===== config.mk =====
export PLATFORM = sky130hd
export DESIGN_NAME = unary_to_bcd_collector
export DESIGN_NICKNAME = d
export VERILOG_FILES = /design/src/rtl/unary_to_bcd_collector.sv
export SDC_FILE = /design/constraint.sdc
export NUM_CORES = 1
export LEC_CHECK = 0
export ABC_CLOCK_PERIOD_IN_PS = 3800
export CORE_AREA = 2 2 94 96
export DETAILED_ROUTE_END_ITERATION = 8
export DIE_AREA = 0 0 96 98
export HOLD_SLACK_MARGIN = 0.12
export PLACE_DENSITY = 0.45
export SYNTH_ARGS = -nofsm -noshare
export SYNTH_HDL_FRONTEND = slang
export SYNTH_SLANG_ARGS = --single-unit

===== constraint.sdc =====
create_clock -name clk -period 3.8 [get_ports clk]
set_input_delay 0.76 -clock clk [delete_from_list [all_inputs] [get_ports clk]]
set_output_delay 0.76 -clock clk [all_outputs]
set_load 0.05 [all_outputs]

===== src/rtl/unary_to_bcd_collector.sv =====
// unary_to_bcd_collector
//
// Downstream stage of the unary mod-10 digit adder. Every write phase of the
// adder emits a burst of unary pulses on its dout. This block counts each burst,
// converts the count into one BCD digit, and latches the adder carry that was
// present when the write phase began. It collects DIGITS digits, least
// significant first, into a packed BCD word. The word is offered on a
// valid/ready output together with the carry of the most-significant digit.
//
// Ports
//   clk            system clock; all state changes on the rising edge
//   rst_n          synchronous active-low reset
//   en             stage enable, shared with the adder; 0 freezes collection
//   read_or_write  adder phase: 0 = read (summing), 1 = write (emitting pulses)
//   din            adder dout, one pulse per unit of digit value
//   cin            adder carry out of the current digit
//   out_ready      consumer accepts the result
//   out_valid      bcd_out / carry_out hold a complete result
//   bcd_out        packed BCD result, digit 0 in bits [3:0]
//   carry_out      carry latched with the most-significant digit
//   digit_err      sticky: some burst was longer than 9 pulses
//   overrun        sticky: a write phase began while a result was unaccepted
//
// State | meaning
// ------+-----------------------------------------------------------------
// IDLE    | waiting for a write phase to start; pulse counter held at 0
// COLLECT | write phase active, counting din pulses
// DRAIN   | one extra enabled cycle after the phase ends, to catch the
//         | adder's lagging registered pulse
// COMMIT  | saturate the count to a digit and store it (one clk cycle)
// OUT     | full result presented; wait for the consumer handshake

module unary_to_bcd_collector #(
    parameter int DIGITS = 4
) (
    input  logic                  clk,
    input  logic                  rst_n,
    input  logic                  en,
    input  logic                  read_or_write,
    input  logic                  din,
    input  logic                  cin,
    input  logic                  out_ready,
    output logic                  out_valid,
    output logic [4*DIGITS-1:0]   bcd_out,
    output logic                  carry_out,
    output logic                  digit_err,
    output logic                  overrun
);

    localparam int IDX_W = (DIGITS > 1) ? $clog2(DIGITS) : 1;
    localparam logic [IDX_W-1:0] LAST_IDX = IDX_W'(DIGITS - 1);

    typedef enum logic [2:0] {
        S_IDLE    = 3'd0,
        S_COLLECT = 3'd1,
        S_DRAIN   = 3'd2,
        S_COMMIT  = 3'd3,
        S_OUT     = 3'd4
    } state_t;

    state_t                state_q,     state_d;
    logic [3:0]            pulse_cnt_q, pulse_cnt_d;
    logic [IDX_W-1:0]      digit_idx_q, digit_idx_d;
    logic                  rw_d_q,      rw_d_d;
    logic                  carry_lat_q, carry_lat_d;
    logic [4*DIGITS-1:0]   shreg_q,     shreg_d;
    logic                  out_valid_q, out_valid_d;
    logic [4*DIGITS-1:0]   bcd_out_q,   bcd_out_d;
    logic                  carry_out_q, carry_out_d;
    logic                  digit_err_q, digit_err_d;
    logic                  overrun_q,   overrun_d;

    logic                  rise;
    logic                  fall;
    logic                  handshake;
    logic [3:0]            cnt_inc;
    logic [3:0]            digit_sat;

    // Phase edges are only seen on enabled cycles, so a phase change while
    // en=0 is picked up on the next enabled cycle.
    assign rise      = en & ~rw_d_q &  read_or_write;
    assign fall      = en &  rw_d_q & ~read_or_write;
    assign handshake = out_valid_q & out_ready;

    // Counter saturates at 15 so a very long burst can never wrap back
    // into the legal 0..9 range.
    assign cnt_inc   = (pulse_cnt_q == 4'hF) ? pulse_cnt_q : (pulse_cnt_q + 4'd1);
    assign digit_sat = (pulse_cnt_q > 4'd9) ? 4'd9 : pulse_cnt_q;

    always_comb begin
        state_d     = state_q;
        pulse_cnt_d = pulse_cnt_q;
        digit_idx_d = digit_idx_q;
        rw_d_d      = rw_d_q;
        carry_lat_d = carry_lat_q;
        shreg_d     = shreg_q;
        out_valid_d = out_valid_q;
        bcd_out_d   = bcd_out_q;
        carry_out_d = carry_out_q;
        digit_err_d = digit_err_q;
        overrun_d   = overrun_q;

        if (en) begin
            rw_d_d = read_or_write;
        end

        case (state_q)
            S_IDLE: begin
                pulse_cnt_d = 4'd0;
                if (rise) begin
                    carry_lat_d = cin;
                    state_d     = S_COLLECT;
                end
            end

            S_COLLECT: begin
                if (en && din) begin
                    pulse_cnt_d = cnt_inc;
                end
                if (fall) begin
                    state_d = S_DRAIN;
                end
            end

            S_DRAIN: begin
                if (en) begin
                    if (din) begin
                        pulse_cnt_d = cnt_inc;
                    end
                    state_d = S_COMMIT;
                end
            end

            S_COMMIT: begin
                if (pulse_cnt_q > 4'd9) begin
                    digit_err_d = 1'b1;
                end
                // Each digit is written straight into its final nibble. This
                // gives the same result as shifting digits in at the top:
                // digit 0 ends up in [3:0] after DIGITS commits.
                for (int i = 0; i < DIGITS; i++) begin
                    if (digit_idx_q == IDX_W'(i)) begin
                        shreg_d[4*i +: 4] = digit_sat;
                    end
                end
                pulse_cnt_d = 4'd0;
                if (digit_idx_q == LAST_IDX) begin
                    bcd_out_d   = shreg_d;
                    carry_out_d = carry_lat_q;
                    out_valid_d = 1'b1;
                    digit_idx_d = '0;
                    state_d     = S_OUT;
                end else begin
                    digit_idx_d = digit_idx_q + 1'b1;
                    state_d     = S_IDLE;
                end
            end

            S_OUT: begin
                pulse_cnt_d = 4'd0;
                // A write phase that starts here is dropped. rw_d still
                // follows the phase, so its later fall in IDLE does nothing.
                if (rise && !handshake) begin
                    overrun_d = 1'b1;
                end
                if (handshake) begin
                    out_valid_d = 1'b0;
                    state_d     = S_IDLE;
                end
            end

            default: begin
                state_d = S_IDLE;
            end
        endcase
    end

    always_ff @(posedge clk) begin
        if (!rst_n) begin
            state_q     <= S_IDLE;
            pulse_cnt_q <= 4'd0;
            digit_idx_q <= '0;
            rw_d_q      <= 1'b0;
            carry_lat_q <= 1'b0;
            shreg_q     <= '0;
            out_valid_q <= 1'b0;
            bcd_out_q   <= '0;
            carry_out_q <= 1'b0;
            digit_err_q <= 1'b0;
            overrun_q   <= 1'b0;
        end else begin
            state_q     <= state_d;
            pulse_cnt_q <= pulse_cnt_d;
            digit_idx_q <= digit_idx_d;
            rw_d_q      <= rw_d_d;
            carry_lat_q <= carry_lat_d;
            shreg_q     <= shreg_d;
            out_valid_q <= out_valid_d;
            bcd_out_q   <= bcd_out_d;
            carry_out_q <= carry_out_d;
            digit_err_q <= digit_err_d;
            overrun_q   <= overrun_d;
        end
    end

    assign out_valid = out_valid_q;
    assign bcd_out   = bcd_out_q;
    assign carry_out = carry_out_q;
    assign digit_err = digit_err_q;
    assign overrun   = overrun_q;

endmodule


==> flow_metrics.py, run 1 <==
metrics = {
    "synthesis": {
        "ys_top_cells_by_count": "dfxtp_1 (43), nand2_1 (27), mux2i_1 (16)",
        "yosysMostFrequentCell": "dfxtp_1",
        "synthCells": 226,
        "synth.cell_area_mm2": 0.00204,
        "synth_cell_types": 42,
        "synth_nets": 240,
        "synth_seq_area_share": 0.421,
        "ys_seq_elements": 43,
        "yosysWarnings": 0,
        "synth_edf_count": 0,
        "synth_top_cells_by_area": "dfxtp_1 (42%), mux2i_1 (7.8%), nand2_1 (5.0%)",
        "synthAdderAreaFrac": 0.0429,
        "synth_area_per_cell_um2": 9.04,
        "synth_xor_xnor_area_share": 0.00429,
        "synth.top_cell.area_share": 0.421,
        "synth_top_family_by_area": "simple AND/OR/NAND/NOR gates",
        "muxShareOfSynthArea": 0.0784,
        "synth_flop_cell": "dfxtp_1",
        "async_reset_ff_frac": 0,
        "synthSimpleGateAreaFrac": 0.190,
        "synth_compound_area_frac": 0.184,
        "synth_top_area_cell": "dfxtp_1",
    },
    "sta": {
        "period_minus_slack_ns": 2.25,
        "worst_pin_slew_ns": 0.597,
        "timing.final.crit_share": 0.592,
        "maxSlewHeadroom": 0.601,
        "tns_ns": 0,
        "max_freq_ghz": 0.445,
        "setup_slack_ns": 1.55,
        "skew_ns": 0.00424,
        "setup_viol_count_final": 0,
        "rsz0062_at_grt": "no",
        "slew_violations": 0,
        "final_hold_viol_count": 0,
    },
    "routing": {
        "first_pass_iters": 4,
        "antenna_left": 0,
        "drt_iter0_drc": 100,
        "wire_per_inst_um": 12.4,
        "drt_wl_total_um": 4290,
        "vias_per_cell": 4.41,
        "drc": 0,
        "vias": 1527,
    },
    "worst_hold_path": {
        "hold_end": "bcd_out[14]",
        "min_path_type": "reg2reg",
        "hold_depth": 2,
        "holdCritStartpoint": "bcd_out[14]",
    },
    "grt": {
        "grt-ovfl-total": 0,
        "grt_pass1_wl_um": 7320,
        "antenna_found_initial": 0,
        "track_usage": 0.0997,
        "grt_start_max_net_pins": 51,
        "grt_pass1_vias": 1484,
    },
    "clocking": {
        "clkSinkCount": 43,
        "cts_inserted_buffers": 5,
        "cts_resized": 0,
        "clkSlewWorstSetupHoldPaths_ns": 0.09,
        "h-tree-depth": 2,
        "clockRootBuffer": "clkbuf_8",
        "tritoncts": "done",
        "cts_setup_buffers": 0,
        "insertion_delay_ns": 0.30,
        "ctsHoldBuffers": 0,
        "clockBufferDepth": 2,
    },
    "setup_path": {
        "worstReg2RegEnd": "bcd_out[4]",
        "end_kind": "primary output",
        "critPathMaxFanout": 4,
        "r2r_slack_ns": 2.05,
        "reg2reg_depth": 4,
        "cp_slowest_stage_delay_ns": 0.81,
        "cp-start-kind": "flip-flop",
        "crit_required_ns": 3.04,
        "crit_type": "reg2out",
        "critical_path.slowest_cell": "clkdlybuf4s50_1",
        "crit_path_cell_trace": "clkdlybuf4s50_1",
        "crit_buf_inv": 1,
        "critPathTopFamily": "buffers and inverters",
        "crit_arrival_ns": 1.49,
        "worst_r2r_startpoint": "state_q[0]",
    },
    "final_layout": {
        "layout.nets": 251,
        "drive_above_1_share": 0.0588,
        "fin_util": 0.283,
        "antennaDiodeCount": 0,
        "syn_to_final_growth_pct": 17.3,
    },
    "place": {
        "port_buffers": 26,
        "dp_hpwl_um": 2910,
        "pre_cts_ws_ns": 1.33,
        "gp_congestion": 0.733,
    },
    "floorplan": {
        "ios": 27,
        "initial_core_util": 0.241,
        "dieArea_mm2": 0.00941,
        "placeableCoreArea_mm2": 0.00847,
        "die_width_um": 96,
        "die_h_um": 98,
        "rows": 34,
    },
    "power": {
        "p_leak_nw": 0.861,
        "vdd_drop_max_v": 0.000156,
        "powerDensity_mw_per_mm2": 333,
    },
    "flow_run": {
        "cap_violations": 0,
    },
    "outcome": {
        "status": "finished, final reports clean",
    },
}
## power breakdown
part | internal [W] | total (W) | switching [W]
sequential | 0.000452 | 0.000456 | 0.00000363
clock | 0.000132 | 0.000311 | 0.000180
combinational | 0.0000142 | 0.0000306 | 0.0000165
total | 0.000598 | 0.000798 | 0.000200
## stage by stage
step / instance area [um2] / instances / total power (W) / hold WS [ns]
6_report: 2400 / 346 / 0.000798 / 0.457
5_1_grt: 2400 / 346 / 0.000834 / 0.474
4_1_cts: 2400 / 346 / 0.000813 / 0.462
3_5_place_dp: 2300 / 338 / 0.000497 / 0.449
3_3_place_gp: 2300 / 338 / 0.000497 / 0.445
2_1_floorplan: 2040 / 226 / 0.000486 / 0.431
## metal layers
layer | vias up | GRT usage | share of wire | routed length [um]
li1 | 808 | - | - | -
met1 | 686 | 0.132 | 0.52 | 2230
met2 | 27 | 0.148 | 0.42 | 1810
met3 | 6 | 0.0309 | 0.040 | 171
met4 | 0 | 0.0429 | 0.020 | 87
met5 | - | 0 | 0 | 0
## registers in the layout (all words and copies together), names as in the netlist
| name | flops |
|---|---|
| carry_out | 1 |
| carry_lat_q | 1 |
| shreg_q | 12 |
| bcd_out | 16 |
| overrun | 1 |
| out_valid | 1 |
| state_q | 3 |
| digit_err | 1 |
| digit_idx_q | 2 |
| rw_d_q | 1 |
| pulse_cnt_q | 4 |
## cells in the final DEF (no fill, tap or decap), types with 6 or more instances in the layout
cell type,n
o211a_1,6
nand2_1,27
nor2b_1,10
a21oi_1,15
clkdlybuf4s50_1,26
ha_1,7
nand3_1,13
mux2i_1,16
o21ai_0,10
dfxtp_1,43
## worst max-delay path by stage
stage               slack (ns)       from              to  cells past startpoint
floorplan                 2.18      rst_n  pulse_cnt_q[1]                      4
global placement          1.39      rst_n  pulse_cnt_q[3]                      5
detailed placement        1.33      rst_n  pulse_cnt_q[1]                      5
CTS                       1.53  out_valid       out_valid                      1
global route              1.49  out_valid       out_valid                      1
finish                    1.55  out_valid       out_valid                      1
## final cells by class
cell class / instances / area (um2)
fill: 931 / 6070
multi-input combinational: 155 / 1020
sequential: 43 / 861
timing repair buffer: 27 / 268
tap: 108 / 135
clock buffer: 5 / 68.8
clock inverter: 3 / 23.8
inverter: 5 / 18.8
## cells by family (layout without fill, tap and decap cells)
group | count (synthesis) | after routing
and+or+nand+nor | 75 | 75
AOI/OAI and AO/OA | 56 | 56
DFF | 43 | 43
buffers and inverters | 28 | 40
muxes | 16 | 16
adders and majority gates | 7 | 7
xor gates and xnor gates | 1 | 1
Power figures use the tool's default switching activity.
==> inputs of run 2 (changes only) <==
ABC_CLOCK_PERIOD_IN_PS = 2300   (was 3800)
clock period = 2.3 ns   (was 3.8 ns; I/O delays follow)
==> flow_metrics.py, run 2 (synthesis results as in run 1) <==
metrics = {
    "outcome": {
        "status": "finished, final reports clean",
    },
    "place": {
        "gp_congestion": 0.710,
        "port_buffers": 26,
        "pre_cts_ws_ns": 0.508,
        "dp_hpwl_um": 2850,
    },
    "clocking": {
        "ctsHoldBuffers": 0,
        "clockRootBuffer": "clkbuf_8",
        "clkSinkCount": 43,
        "cts_inserted_buffers": 5,
        "insertion_delay_ns": 0.29,
        "clkSlewWorstSetupHoldPaths_ns": 0.09,
        "h-tree-depth": 2,
        "cts_setup_buffers": 0,
        "tritoncts": "done",
        "cts_resized": 0,
        "clockBufferDepth": 2,
    },
    "sta": {
        "skew_ns": 0.00609,
        "worst_pin_slew_ns": 0.592,
        "tns_ns": 0,
        "final_hold_viol_count": 0,
        "maxSlewHeadroom": 0.604,
        "setup_slack_ns": 0.370,
        "timing.final.crit_share": 0.839,
        "slew_violations": 0,
        "setup_viol_count_final": 0,
        "rsz0062_at_grt": "no",
        "period_minus_slack_ns": 1.93,
        "max_freq_ghz": 0.518,
    },
    "power": {
        "p_leak_nw": 0.867,
        "switchingPower_w": 0.000301,
        "swShare": 0.234,
        "power.share.clock": 0.374,
        "comb_power_share": 0.039,
        "internal-power_w": 0.000983,
        "power_frac_seq": 0.586,
        "powerDensity_mw_per_mm2": 536,
        "vdd_drop_max_v": 0.000208,
    },
    "grt": {
        "antenna_found_initial": 0,
        "grt_pass1_wl_um": 7230,
        "grt_pass1_vias": 1555,
        "grt_start_max_net_pins": 48,
        "grt-ovfl-total": 0,
        "track_usage": 0.0974,
    },
    "setup_path": {
        "critical_path.slowest_cell": "clkdlybuf4s50_1",
        "crit_type": "reg2out",
        "r2r_slack_ns": 0.59,
        "cp-start-kind": "flip-flop",
        "cp_slowest_stage_delay_ns": 0.81,
        "crit_buf_inv": 1,
        "crit_path_cell_trace": "clkdlybuf4s50_1",
        "crit_arrival_ns": 1.47,
        "critPathMaxFanout": 4,
        "crit_required_ns": 1.84,
        "critPathTopFamily": "buffers and inverters",
        "end_kind": "primary output",
    },
    "final_layout": {
        "layout_commonest_cell": "dfxtp_1",
        "fillers": 914,
        "largest_reg_flops": 16,
        "antennaDiodeCount": 0,
        "syn_to_final_growth_pct": 17.3,
        "final_cell_mix": "dfxtp_1 (43), nand2_1 (27), clkdlybuf4s50_1 (26)",
        "drive_above_1_share": 0.0586,
        "layout.nets": 252,
    },
    "routing": {
        "vias_per_cell": 4.40,
        "vias": 1528,
        "drc": 0,
        "drt_wl_total_um": 4190,
        "first_pass_iters": 4,
        "antenna_left": 0,
        "wire_per_inst_um": 12.1,
        "drt_iter0_drc": 60,
    },
    "floorplan": {
        "ios": 27,
        "die_h_um": 98,
        "initial_core_util": 0.241,
        "dieArea_mm2": 0.00941,
        "die_width_um": 96,
        "rows": 34,
        "placeableCoreArea_mm2": 0.00847,
    },
    "flow_run": {
        "cap_violations": 0,
    },
    "worst_hold_path": {
        "min_path_type": "reg2reg",
    },
}
-- run 2: per-stage QoR --
stage          utilization  hold WS, ns  total power, W  cell area, um2  instances
6_report             0.283        0.456         0.00128            2400        347
2_1_floorplan            -        0.431        0.000802            2040        226
5_1_grt              0.283        0.470         0.00134            2400        347
4_1_cts              0.283        0.461         0.00131            2400        347
3_3_place_gp         0.273        0.444        0.000821            2310        339
3_5_place_dp         0.273        0.448        0.000821            2310        339
-- run 2: area by class of cell --
cell class,instances,area [um2],area share
clock buffers,6,72.6,0.0303
clock inverters,2,12.5,0.00522
inverters,5,18.8,0.00783
multi-input cells,155,1020,0.426
flip-flops and latches,43,861,0.359
well taps,108,135,0.0564
repair buffers,28,275,0.115
-- run 2: metal layers --
metal | vias to the layer above | wire (um) | track usage
met4 | 0 | 75 | 0.0418
met1 | 691 | 2220 | 0.134
met3 | 5 | 136 | 0.0309
met5 | - | 0 | 0
met2 | 25 | 1760 | 0.138
li1 | 807 | - | -
-- run 2: power groups by stage --
stage	logic (W)	registers, W	clock network (W)
5_1_grt	0.0000570	0.000754	0.000532
3_3_place_gp	0.0000508	0.000771	0
2_1_floorplan	0.0000358	0.000767	0
6_report	0.0000507	0.000753	0.000481
4_1_cts	0.0000510	0.000753	0.000505
3_5_place_dp	0.0000506	0.000771	0
-- run 2: final timing paths --
path	start	endpoint	cells past startpoint
min	bcd_out[14]	bcd_out[14]	2
max reg2reg	state_q[0]	shreg_q[11]	4
max	out_valid	out_valid	1
min reg2reg	bcd_out[14]	bcd_out[14]	2
==> inputs of run 3 (changes only) <==
ABC_CLOCK_PERIOD_IN_PS = 1660   (was 2300)
PLACE_DENSITY = 0.46   (was 0.45)
clock period = 1.66 ns   (was 2.3 ns; I/O delays follow)
==> flow_metrics.py, run 3 (synthesis results as in run 1) <==
metrics = {
    "outcome": {
        "status": "finished, final reports clean",
    },
    "final_layout": {
        "drive_above_1_share": 0.194,
        "layout_commonest_cell": "dfxtp_1",
        "antennaDiodeCount": 0,
        "final_cell_mix": "dfxtp_1 (43), buf_4 (35), nand2_1 (27)",
        "largest_reg_flops": 16,
        "final_cells": 360,
        "fin_area_mm2": 0.00245,
        "syn_to_final_growth_pct": 19.9,
        "fillers": 898,
        "layout.nets": 265,
    },
    "setup_path": {
        "critPathTopFamily": "simple AND/OR/NAND/NOR gates",
        "worst_r2r_startpoint": "state_q[0]",
        "cp-start-kind": "flip-flop",
        "crit_required_ns": 1.83,
        "end_kind": "flip-flop",
        "cp_slowest_stage_delay_ns": 0.39,
        "crit_path_cell_trace": "buf_4 > or2_2 > nor4_1 > o21ai_0",
        "crit_buf_inv": 1,
        "critical_path.slowest_cell": "nor4_1",
        "crit_type": "reg2reg",
        "crit_arrival_ns": 1.66,
        "startpoint": "state_q[0]",
        "critPathMaxFanout": 11,
    },
    "routing": {
        "vias_per_cell": 4.42,
        "drt_iter0_drc": 65,
        "vias": 1592,
        "first_pass_iters": 4,
        "drt_wl_total_um": 4410,
        "wire_per_inst_um": 12.2,
        "antenna_left": 0,
        "drc": 0,
    },
    "floorplan": {
        "die_h_um": 98,
        "ios": 27,
        "rows": 34,
        "dieArea_mm2": 0.00941,
        "placeableCoreArea_mm2": 0.00847,
        "initial_core_util": 0.241,
        "die_width_um": 96,
    },
    "grt": {
        "grt_start_max_net_pins": 31,
        "use_met2": 0.149,
        "track_usage": 0.0992,
        "grt_pass1_vias": 1512,
        "grt-busiest-layer": "met2",
        "grt-ovfl-total": 0,
        "grt_use_met1": 0.136,
        "gr-usage-met3": 0.0262,
        "antenna_found_initial": 0,
        "grt_pass1_wl_um": 7320,
    },
    "sta": {
        "max_freq_ghz": 0.672,
        "slew_violations": 0,
        "rsz0062_at_grt": "no",
        "timing.final.crit_share": 0.896,
        "final_hold_viol_count": 0,
        "worst_pin_slew_ns": 0.421,
        "maxSlewHeadroom": 0.717,
        "skew_ns": 0.00455,
        "tns_ns": 0,
        "setup_slack_ns": 0.172,
        "setup_viol_count_final": 0,
        "period_minus_slack_ns": 1.49,
        "hold_slack_ns": 0.460,
    },
    "power": {
        "power_frac_seq": 0.583,
        "comb_power_share": 0.047,
        "vdd_drop_max_v": 0.000293,
        "powerDensity_mw_per_mm2": 727,
        "swShare": 0.232,
        "power.share.clock": 0.370,
        "switchingPower_w": 0.000413,
        "p_leak_nw": 0.977,
        "internal-power_w": 0.00137,
    },
    "clocking": {
        "ctsHoldBuffers": 0,
        "h-tree-depth": 2,
        "tritoncts": "done",
        "clockBufferDepth": 2,
        "cts_resized": 0,
        "clockRootBuffer": "clkbuf_8",
        "cts_setup_buffers": 0,
        "clkSinkCount": 43,
        "clkSlewWorstSetupHoldPaths_ns": 0.08,
        "cts_inserted_buffers": 5,
        "insertion_delay_ns": 0.29,
    },
    "place": {
        "pre_cts_ws_ns": 0.0137,
        "dp_hpwl_um": 3100,
        "port_buffers": 26,
        "postPlaceCellArea_mm2": 0.00236,
        "place_inst": 352,
        "gp_congestion": 0.741,
    },
    "flow_run": {
        "cap_violations": 0,
    },
    "worst_hold_path": {
        "holdCritStartpoint": "bcd_out[15]",
        "min_path_type": "reg2reg",
    },
}
[run 3: cell count changes in the layout (fill, tap and decap cells not counted), sizes merged]
cell,previous run,this run
buf,2,35
clkdlybuf4s50,26,6
[run 3: layer usage]
| metal | vias to the layer above | share of wire |
|---|---|---|
| li1 | 831 | - |
| met4 | 0 | 0.016 |
| met3 | 6 | 0.038 |
| met1 | 727 | 0.50 |
| met2 | 28 | 0.44 |
| met5 | - | 0 |
[run 3: per-stage QoR]
| stage | util | power (W) |
|---|---|---|
| 2_1_floorplan | - | 0.00111 |
| 3_3_place_gp | 0.279 | 0.00115 |
| 3_5_place_dp | 0.279 | 0.00115 |
| 4_1_cts | 0.289 | 0.00182 |
| 5_1_grt | 0.289 | 0.00186 |
| 6_report | 0.289 | 0.00178 |
[run 3: path summary, 6_finish.rpt]
check                      to  slack, ns  cells past startpoint
setup reg to reg  carry_lat_q       0.17                      4
hold / removal    bcd_out[15]       0.46                      2
hold reg to reg   bcd_out[15]       0.46                      2
setup / recovery  carry_lat_q       0.17                      4
[run 3: cell type report]
type,instances,area [um2],area share
Clock buffer,6,72.6,0.0296
Timing Repair Buffer,41,323,0.132
Multi-Input combinational cell,155,1030,0.419
Clock inverter,2,12.5,0.00511
Tap cell,108,135,0.0552
Sequential cell,43,861,0.351
Inverter,5,18.8,0.00766
[run 3: tightest hold or removal path, cell delays in order (launching register included)]
cell	delay (ns)
dfxtp_1	0.32
nand2_1	0.05
a21boi_1	0.05
[run 3: power groups by stage]
stage / Clock, W / Combinational, W / Sequential (W)
3_5_place_dp: 0 / 0.0000831 / 0.00106
4_1_cts: 0.000695 / 0.0000834 / 0.00104
2_1_floorplan: 0 / 0.0000497 / 0.00106
6_report: 0.000659 / 0.0000831 / 0.00104
5_1_grt: 0.000726 / 0.0000920 / 0.00104
3_3_place_gp: 0 / 0.0000834 / 0.00106
